[config.mk]
export PLATFORM = sky130hd
export DESIGN_NAME = link_sprite_fetch
export DESIGN_NICKNAME = d
export VERILOG_FILES = /design/src/rtl/zelda_sprite_pkg.sv /design/src/rtl/link_anim_ctrl.sv /design/src/rtl/link_sprite_fetch.sv
export SDC_FILE = /design/constraint.sdc
export NUM_CORES = 1
export LEC_CHECK = 0
export CAP_MARGIN = 25
export CORE_MARGIN = 2
export CORE_UTILIZATION = 30
export DETAILED_ROUTE_END_ITERATION = 10
export SYNTH_ARGS = -nofsm -noshare
export SYNTH_HDL_FRONTEND = slang
export SYNTH_SLANG_ARGS = --single-unit
[constraint.sdc]
create_clock -name Clk -period 4.1 [get_ports Clk]
set_input_delay 1.025 -clock Clk [delete_from_list [all_inputs] [get_ports Clk]]
set_output_delay 1.025 -clock Clk [all_outputs]
set_load 0.03 [all_outputs]
[src/rtl/zelda_sprite_pkg.sv]
// ============================================================================
// zelda_sprite_pkg : shared types and defaults for the player sprite path
// Rev 1.0
// ============================================================================
`default_nettype none

package zelda_sprite_pkg;

    typedef enum logic [1:0] {
        DIR_DOWN  = 2'd0,
        DIR_UP    = 2'd1,
        DIR_LEFT  = 2'd2,
        DIR_RIGHT = 2'd3
    } dir_t;

    localparam int          SPRITE_W_DEF        = 16;
    localparam int          SPRITE_H_DEF        = 16;
    localparam logic [3:0]  TRANSPARENT_IDX_DEF = 4'h0;

endpackage

`default_nettype wire

[src/rtl/link_anim_ctrl.sv]
// ============================================================================
// link_anim_ctrl : per-frame walk animation counter and frame toggle
// Rev 1.0
// ============================================================================
`default_nettype none

module link_anim_ctrl
    import zelda_sprite_pkg::*;
#(
    parameter int ANIM_DIV = 8
) (
    input  logic Clk,
    input  logic Reset_n,
    input  logic vsync_pulse,
    input  logic moving,
    output logic frame
);

    localparam int               CNT_W    = (ANIM_DIV > 1) ? $clog2(ANIM_DIV) : 1;
    localparam logic [CNT_W-1:0] CNT_LAST = CNT_W'(ANIM_DIV - 1);

    logic [CNT_W-1:0] cnt;

    // Standing still snaps back to the idle pose immediately.
    always_ff @(posedge Clk or negedge Reset_n) begin
        if (!Reset_n) begin
            cnt   <= '0;
            frame <= 1'b0;
        end else if (vsync_pulse) begin
            if (moving) begin
                if (cnt == CNT_LAST) begin
                    cnt   <= '0;
                    frame <= ~frame;
                end else begin
                    cnt <= cnt + CNT_W'(1);
                end
            end else begin
                cnt   <= '0;
                frame <= 1'b0;
            end
        end
    end

endmodule

`default_nettype wire

[src/rtl/link_sprite_fetch.sv]
// ============================================================================
// link_sprite_fetch : player box hit test and sprite ROM addressing, 3 stages
// Rev 1.0
// ============================================================================
`default_nettype none

module link_sprite_fetch
    import zelda_sprite_pkg::*;
#(
    parameter int         SPRITE_W        = SPRITE_W_DEF,
    parameter int         SPRITE_H        = SPRITE_H_DEF,
    parameter int         ANIM_DIV        = 8,
    parameter logic [3:0] TRANSPARENT_IDX = TRANSPARENT_IDX_DEF,
    parameter int         ADDR_W          = 3 + $clog2(SPRITE_W) + $clog2(SPRITE_H)
) (
    input  logic              Clk,
    input  logic              Reset_n,
    input  logic              vsync_pulse,
    input  logic              pix_en,
    input  logic [9:0]        draw_x,
    input  logic [9:0]        draw_y,
    input  logic [9:0]        pos_x,
    input  logic [9:0]        pos_y,
    input  logic [1:0]        dir,
    input  logic              moving,
    output logic [ADDR_W-1:0] rom_addr,
    input  logic [3:0]        rom_data,
    output logic [3:0]        index,
    output logic              opaque,
    output logic              out_valid
);

    localparam int LW = $clog2(SPRITE_W);
    localparam int LH = $clog2(SPRITE_H);

    logic [9:0]  sx;
    logic [9:0]  sy;
    dir_t        sdir;
    logic        frame;
    logic [10:0] dx;
    logic [10:0] dy;
    logic        hit;
    logic        hit1;
    logic        hit2;
    logic        valid1;
    logic        valid2;

    link_anim_ctrl #(
        .ANIM_DIV (ANIM_DIV)
    ) u_anim (
        .Clk         (Clk),
        .Reset_n     (Reset_n),
        .vsync_pulse (vsync_pulse),
        .moving      (moving),
        .frame       (frame)
    );

    always_ff @(posedge Clk or negedge Reset_n) begin
        if (!Reset_n) begin
            sx   <= '0;
            sy   <= '0;
            sdir <= DIR_DOWN;
        end else if (vsync_pulse) begin
            sx   <= pos_x;
            sy   <= pos_y;
            sdir <= dir_t'(dir);
        end
    end

    // Explicit >= guards keep the box from wrapping past column/row 1023.
    assign dx  = {1'b0, draw_x} - {1'b0, sx};
    assign dy  = {1'b0, draw_y} - {1'b0, sy};
    assign hit = pix_en && (draw_x >= sx) && (draw_y >= sy)
                 && (dx < 11'(SPRITE_W)) && (dy < 11'(SPRITE_H));

    always_ff @(posedge Clk or negedge Reset_n) begin
        if (!Reset_n) begin
            rom_addr <= '0;
            hit1     <= 1'b0;
            valid1   <= 1'b0;
            hit2     <= 1'b0;
            valid2   <= 1'b0;
        end else begin
            hit1   <= hit;
            valid1 <= pix_en;
            hit2   <= hit1;
            valid2 <= valid1;
            if (hit) begin
                rom_addr <= {sdir, frame, dy[LH-1:0], dx[LW-1:0]};
            end
        end
    end

    // Stage 3 lines up with the ROM's registered output.
    always_ff @(posedge Clk or negedge Reset_n) begin
        if (!Reset_n) begin
            index     <= TRANSPARENT_IDX;
            opaque    <= 1'b0;
            out_valid <= 1'b0;
        end else begin
            out_valid <= valid2;
            index     <= hit2 ? rom_data : TRANSPARENT_IDX;
            opaque    <= hit2 && (rom_data != TRANSPARENT_IDX);
        end
    end

endmodule

`default_nettype wire

Word-level counts from Yosys, hierarchy flattened

Index checks and enable logic that the tools add are counted.

Output and inout port bits: 17
Memories kept: 0
Input port bits: 51
Latch bits: 0
Memory bits (writable): 0
Register bits after elaboration: 47
ROM bits: 0

Shifts and indexed selects: 0
Muxes and demuxes: 5
$mul: 0
Equality and inequality tests: 2
Reductions and logical operators: 7
Bitwise operators: 1
Divide/modulo/power cells: 0
Add/sub/neg operators: 3
Magnitude comparators: 4

Operator list:

| kind                                                                           | number |
|---|---|
| 11-bit by 5-bit less-than comparator with 1-bit output (second input constant) | 2 |
| 10-bit by 10-bit subtractor with 11-bit output                                 | 2 |
| 10-bit greater-or-equal comparator                                             | 2 |
| 3-bit 2-to-1 mux                                                               | 2 |
| 1-bit logical AND                                                              | 5 |
| 4-bit 2-to-1 mux                                                               | 1 |
| 4-bit nonzero test                                                             | 1 |
| 3-bit by 1-bit adder with 3-bit output (second input constant)                 | 1 |
| 3-bit equality test (second input constant)                                    | 1 |
| 1-bit 2-to-1 mux                                                               | 2 |
| 2-bit by 1-bit inequality test with 1-bit output (second input constant)       | 1 |
| 2-bit AND reduction                                                            | 1 |
| 1-bit NOT                                                                      | 1 |

Depth between registers and ports, before layout

Depth after elaboration: 5
Depth in mapped cells: 12
Mapped depth without buffers: 11

Modules after synthesis

From an unflattened synthesis, not the netlist that was laid out.

Cells, all modules: 267
Area total of the unflattened synthesis: 2728.9 um^2

Modules (own cells, without submodules):

| module            | instances | area an instance (um^2) | sequential area each (um^2) | cells an instance |
|---|---|---|---|---|
| link_sprite_fetch | 1         | 2526.2                  | 1076.0                      | 248 |
| link_anim_ctrl    | 1         | 202.7                   | 100.1                       | 19 |

Worst setup path after synthesis

Ideal clock, no wire load.

Kind: input port to flip-flop
Start point: in draw_y[0]
End point: reg rom_addr[2]
Path slack: 0.254 ns
Arrival: 3.721 ns
Setup time: 0.125 ns
Cell stages on the path: 12
Data required time: 3.975 ns
Cells stage by stage: inv_1 > ha_1 > inv_1 > fa_1 > a211oi_1 > o21ai_1 > a211oi_1 > a31oi_1 > or4_1 > or4_4 > buf_6 > mux2_4

Cells in the longest elaborated chain, start to end: 4

RTL lines:

| element                                                                                | line                    | source |
|---|---|---|
| start, declared                                                                        | link_sprite_fetch.sv:21 | `input logic [9:0] draw_y,` |
| branches (longest 3 deep; another with 10-bit by 10-bit subtractor with 11-bit output) | n/a                     |  |
| 1-bit logical AND *                                                                    | link_sprite_fetch.sv:74 | `&& (dx < 11'(SPRITE_W)) && (dy < 11'(SPRITE_H));` |
| end signal, assigned                                                                   | link_sprite_fetch.sv:89 | `rom_addr <= {sdir, frame, dy[LH-1:0], dx[LW-1:0]};` |
| end, declared                                                                          | link_sprite_fetch.sv:26 | `output logic [ADDR_W-1:0] rom_addr,` |

Every way passes the cells marked *.
A chain may end at the register's enable or synchronous reset.

Final worst setup path

Start point: in draw_y[0]
End point: reg rom_addr[8]

The elaborated chain is that of the path after synthesis.

==> results.md <==
Logic synthesis:
- The mapped netlist covers approximately 2700 µm².
- The number of storage elements in the synthesis netlist is 47.
- Each instance of the synthesized netlist takes up on average 9.738 µm².
- The number of enable flip-flop cells after synthesis is 0.
- The count of synthesis-stage warnings from yosys is 0.
- In this run, distinct cell masters in the synthesized netlist total 46.
- The number of nets in the synthesized netlist is between 300 and 400.
- The most used flip-flop cell after synthesis is sky130_fd_sc_hd__dfrtp_1.
- Synthesis produced ~280 cells.
- The async set-reset flop share out of synthesis is between 90% and 100%.
- The proportion of synthesized chip area in sequential cells is approximately 43%.

Place:
- Before CTS, the worst setup slack after placement is -0.2864 ns.
- The count of port buffers added during placement is 67.
- The routability congestion estimate is 0.7984.
- The HPWL reported at the end of detailed placement is ~4900 µm.
- The total instance count after detailed placement is 470.
- The area of placed instances is 3690 µm².

Global routing:
- Global routing used a little over an eighth of the available tracks.
- The number of global-route vias before repair is 2,362.
- The initial antenna violation count is 0.
- The maximum number of pins on one net before global-route repair is 37.
- The aggregate global routing overflow is 0.
- The first-pass GRT wire length is 10,720 µm.

Status:
- The run finished with clean final reports.

Floorplanning:
- The number of top-level pins is between 60 and 70.
- The core region area is slightly below 9000 µm².
- The die covers approximately 10000 µm².
- The standard-cell row count is 34.
- Measured along the x axis, the die boundary spans ~100 µm.
- The die is between 90 and 100 µm tall.
- Once the floorplan was initialized, standard cells occupied between 30% and 40% of the core.

Clocking:
- The worst-skew pair later-pin latency is ~0.30 ns.
- The number of hold buffers added after cts is 0.
- The buffer depth of the longest clock path is 2.
- The clock drives 47 sinks.
- The clock tree from TritonCTS is built.
- The maximum level of the CTS H-tree is 2.
- Buffers inserted during clock tree synthesis total 5.
- The tree is rooted in a sky130_fd_sc_hd__clkbuf_8.
- Clock-pin slew was measured on the worst setup and hold paths at 0.09 ns.

Power and ir drop:
- The worst-case IR drop observed on VDD is approximately 180 µV.
- Dividing total power by cell area gives a power density of 322.5 nW/µm².
- The logic gate share of total power is about 28%.
- The sequential share of power is about two fifths.
- The internal power component is 0.9089 mW.
- The clock share of power is 32.2%.
- The switching share of total power is between 20% and 30%.
- Summed over all cells, the static leakage comes to about 1.8 nW.
- The reported net switching power is between 0.3 and 0.4 mW.

Min path:
- In this run the most critical hold path is launched from valid2.
- The hold-critical path endpoint is out_valid.
- The worst hold path passes through 0 cells.
- The worst hold path belongs to the class reg2reg.

Timing:
- The total negative setup slack is 0 ns.
- The final clock period utilization by the worst path is a little over nine tenths.
- Timing would allow up to 0.2497 GHz.
- Setup repair after global routing left no endpoint under its margin.
- The worst-case headroom to the max-slew limit is approximately 51%.
- The final critical-path setup slack is ~0.095 ns.
- The smallest clock period supported by the final layout is computed as roughly 4 ns.
- The number of endpoints with negative hold slack in the final report came to 0.
- At the pin with the least slew margin, the transition time is 0.7190 ns.
- Setup violations remaining at the end of the flow were counted as 0.
- Between clock sinks in the finished design, the worst skew comes to around 0.0084 ns.
- The final count of pins violating max slew is 0.
- On the final layout, the worst hold slack is 0.3612 ns.

Drt:
- The number of DRC violations after detailed-routing iteration 0 is 58.
- The average detailed-routed wire length per instance is 13.44 µm.
- The number of nets with antenna violations after routing is 0.
- The DRC violation count after routing is 0.
- The total detailed-routing wirelength is between 6000 and 7000 µm.
- The first-pass iteration count of the detailed router is 4.
- The post-detailed-route via-to-cell ratio is between 4 and 5.
- The overall via count from detail_route is around 2.3k.

Setup path:
- The startpoint identified for the worst register-to-register timing path is sy[0].
- STA classifies the critical path startpoint as a primary input.
- Counting cells, the worst reg-to-reg path comes to 10.
- The data required time at the worst endpoint is approximately 4.3 ns.
- The setup slack on the worst flop-to-flop path is approximately 0.90 ns.
- The type of the setup path with the least slack is in2reg.
- Of all nets on the critical path, the largest fanout is 5.
- The data arrival time of the critical path is 4.19 ns.
- In this run the critical register-to-register path is captured at rom_addr[8].
- The critical path capture point type is a flop.

Cells and area:
- The area overhead of the layout relative to synthesis is 41.43%.
- The area of all placed cells without fillers is about 3900 µm².
- In the final layout, flip-flops and latches occupy around 1200 µm².
- The final-stage net count is around 450.
- Leaving out filler cells and counting taps, the final layout contains around 480.
- The count of inserted antenna diode cells is 0.
- Summing all multi-input logic gate instances after layout gives about 1400 µm².
- The fraction of layout instances using a drive strength above 1 is roughly 14%.
- The number of filler instances in the final layout is approximately 860.

Flow run:
- The max-capacitance violation count is 0.
-- power groups by stage --
stage	logic (mW)	clock network (mW)	registers, mW
after CTS	0.335	0.420	0.500
after global routing	0.388	0.442	0.503
after global placement	0.324	0	0.508
after floorplan	0.194	0	0.508
after detailed placement	0.332	0	0.509
final	0.346	0.402	0.499
-- logic make-up after synthesis --
family | share of synthesized area (%)
AND/OR/NAND/NOR | 14.22
multiplexers | 7.727
adder cells (fa/ha/maj) | 11.52
flip-flops | 42.98
buffers and inverters | 6.036
AO/OA/AOI/OAI | 16.55
XOR/XNOR | 0.9604
-- worst max-delay path: stages --
cell                              delay, ns
sky130_fd_sc_hd__clkdlybuf4s50_1       0.40
sky130_fd_sc_hd__inv_1                 0.05
sky130_fd_sc_hd__ha_1                  0.15
sky130_fd_sc_hd__inv_1                 0.05
sky130_fd_sc_hd__fa_1                  0.39
sky130_fd_sc_hd__buf_4                 0.16
sky130_fd_sc_hd__a21o_1                0.17
sky130_fd_sc_hd__a21oi_1               0.21
sky130_fd_sc_hd__a22oi_1               0.16
sky130_fd_sc_hd__or4_4                 0.51
sky130_fd_sc_hd__or4_4                 0.58
sky130_fd_sc_hd__mux2_4                0.32
-- cells in the mapped netlist, drive strengths merged (5+ instances only) --
cell,n,area [µm²]
dfrtp,47,1176
inv,36,135.1
o21ai,34,170.2
nand2,26,97.59
ha,22,275.3
mux2,12,161.4
a21oi,11,55.05
nor2,11,41.29
a211oi,5,37.54
clkbuf,5,18.77
mux2i,5,50.05
nor2b,5,31.28
o21a,5,37.54
-- worst max-delay path by stage --
stage / from / endpoint / cells past startpoint
2_1_floorplan: draw_y[0] / rom_addr[2] / 12
3_3_place_gp: draw_y[0] / rom_addr[8] / 12
3_5_place_dp: draw_x[0] / rom_addr[2] / 11
4_1_cts: draw_x[0] / rom_addr[2] / 11
5_1_grt: draw_x[1] / rom_addr[10] / 11
6_report: draw_y[0] / rom_addr[8] / 12
-- sequential cells by signal, summed over array words and instances, names as in the netlist --
signal,cells
hit1,1
hit2,1
index,4
opaque,1
out_valid,1
rom_addr,11
sdir,2
sx,10
sy,10
u_anim.cnt,3
u_anim.frame,1
valid1,1
valid2,1
-- per-stage QoR --
stage                     power, mW  utilization, %
after floorplan              0.7019               -
after global placement       0.8327           41.70
final                         1.248           44.16
after global routing          1.333           44.16
after detailed placement     0.8408           42.10
after CTS                     1.254           43.62
-- layer usage --
metal  vias up  global-route usage (%)  share of wire [%]
met3         7                   2.811                4.1
met2        52                   22.71                 49
li1       1152                       -                  -
met1      1074                   17.40                 46
met4         0                   2.845               0.82
met5         -                       0                  0
-- what timing repair did --
item / 4_1_cts / 5_1_grt
setup buffers: 0 / 1
gates resized for setup: 0 / 10
endpoints found under the setup margin: 0 / 11
-- area by class of cell --
| type | instances | area share, % |
|---|---|---|
| Sequential cell | 47 | 30.39 |
| Clock inverter | 2 | 1.552 |
| Multi-Input combinational cell | 193 | 37.28 |
| Inverter | 36 | 3.492 |
| Timing Repair Buffer | 87 | 21.92 |
| Clock buffer | 6 | 1.875 |
| Tap cell | 108 | 3.492 |
-- cells in the final DEF (no fill, tap or decap), types with 7 or more instances in the layout --
| cell | n |
|---|---|
| sky130_fd_sc_hd__clkdlybuf4s50_1 | 66 |
| sky130_fd_sc_hd__dfrtp_1 | 47 |
| sky130_fd_sc_hd__inv_1 | 36 |
| sky130_fd_sc_hd__o21ai_0 | 33 |
| sky130_fd_sc_hd__nand2_1 | 26 |
| sky130_fd_sc_hd__ha_1 | 21 |
| sky130_fd_sc_hd__buf_4 | 17 |
| sky130_fd_sc_hd__nor2_1 | 11 |
| sky130_fd_sc_hd__a21oi_1 | 11 |
| sky130_fd_sc_hd__mux2_4 | 7 |
(Power assumes the default switching activity.)
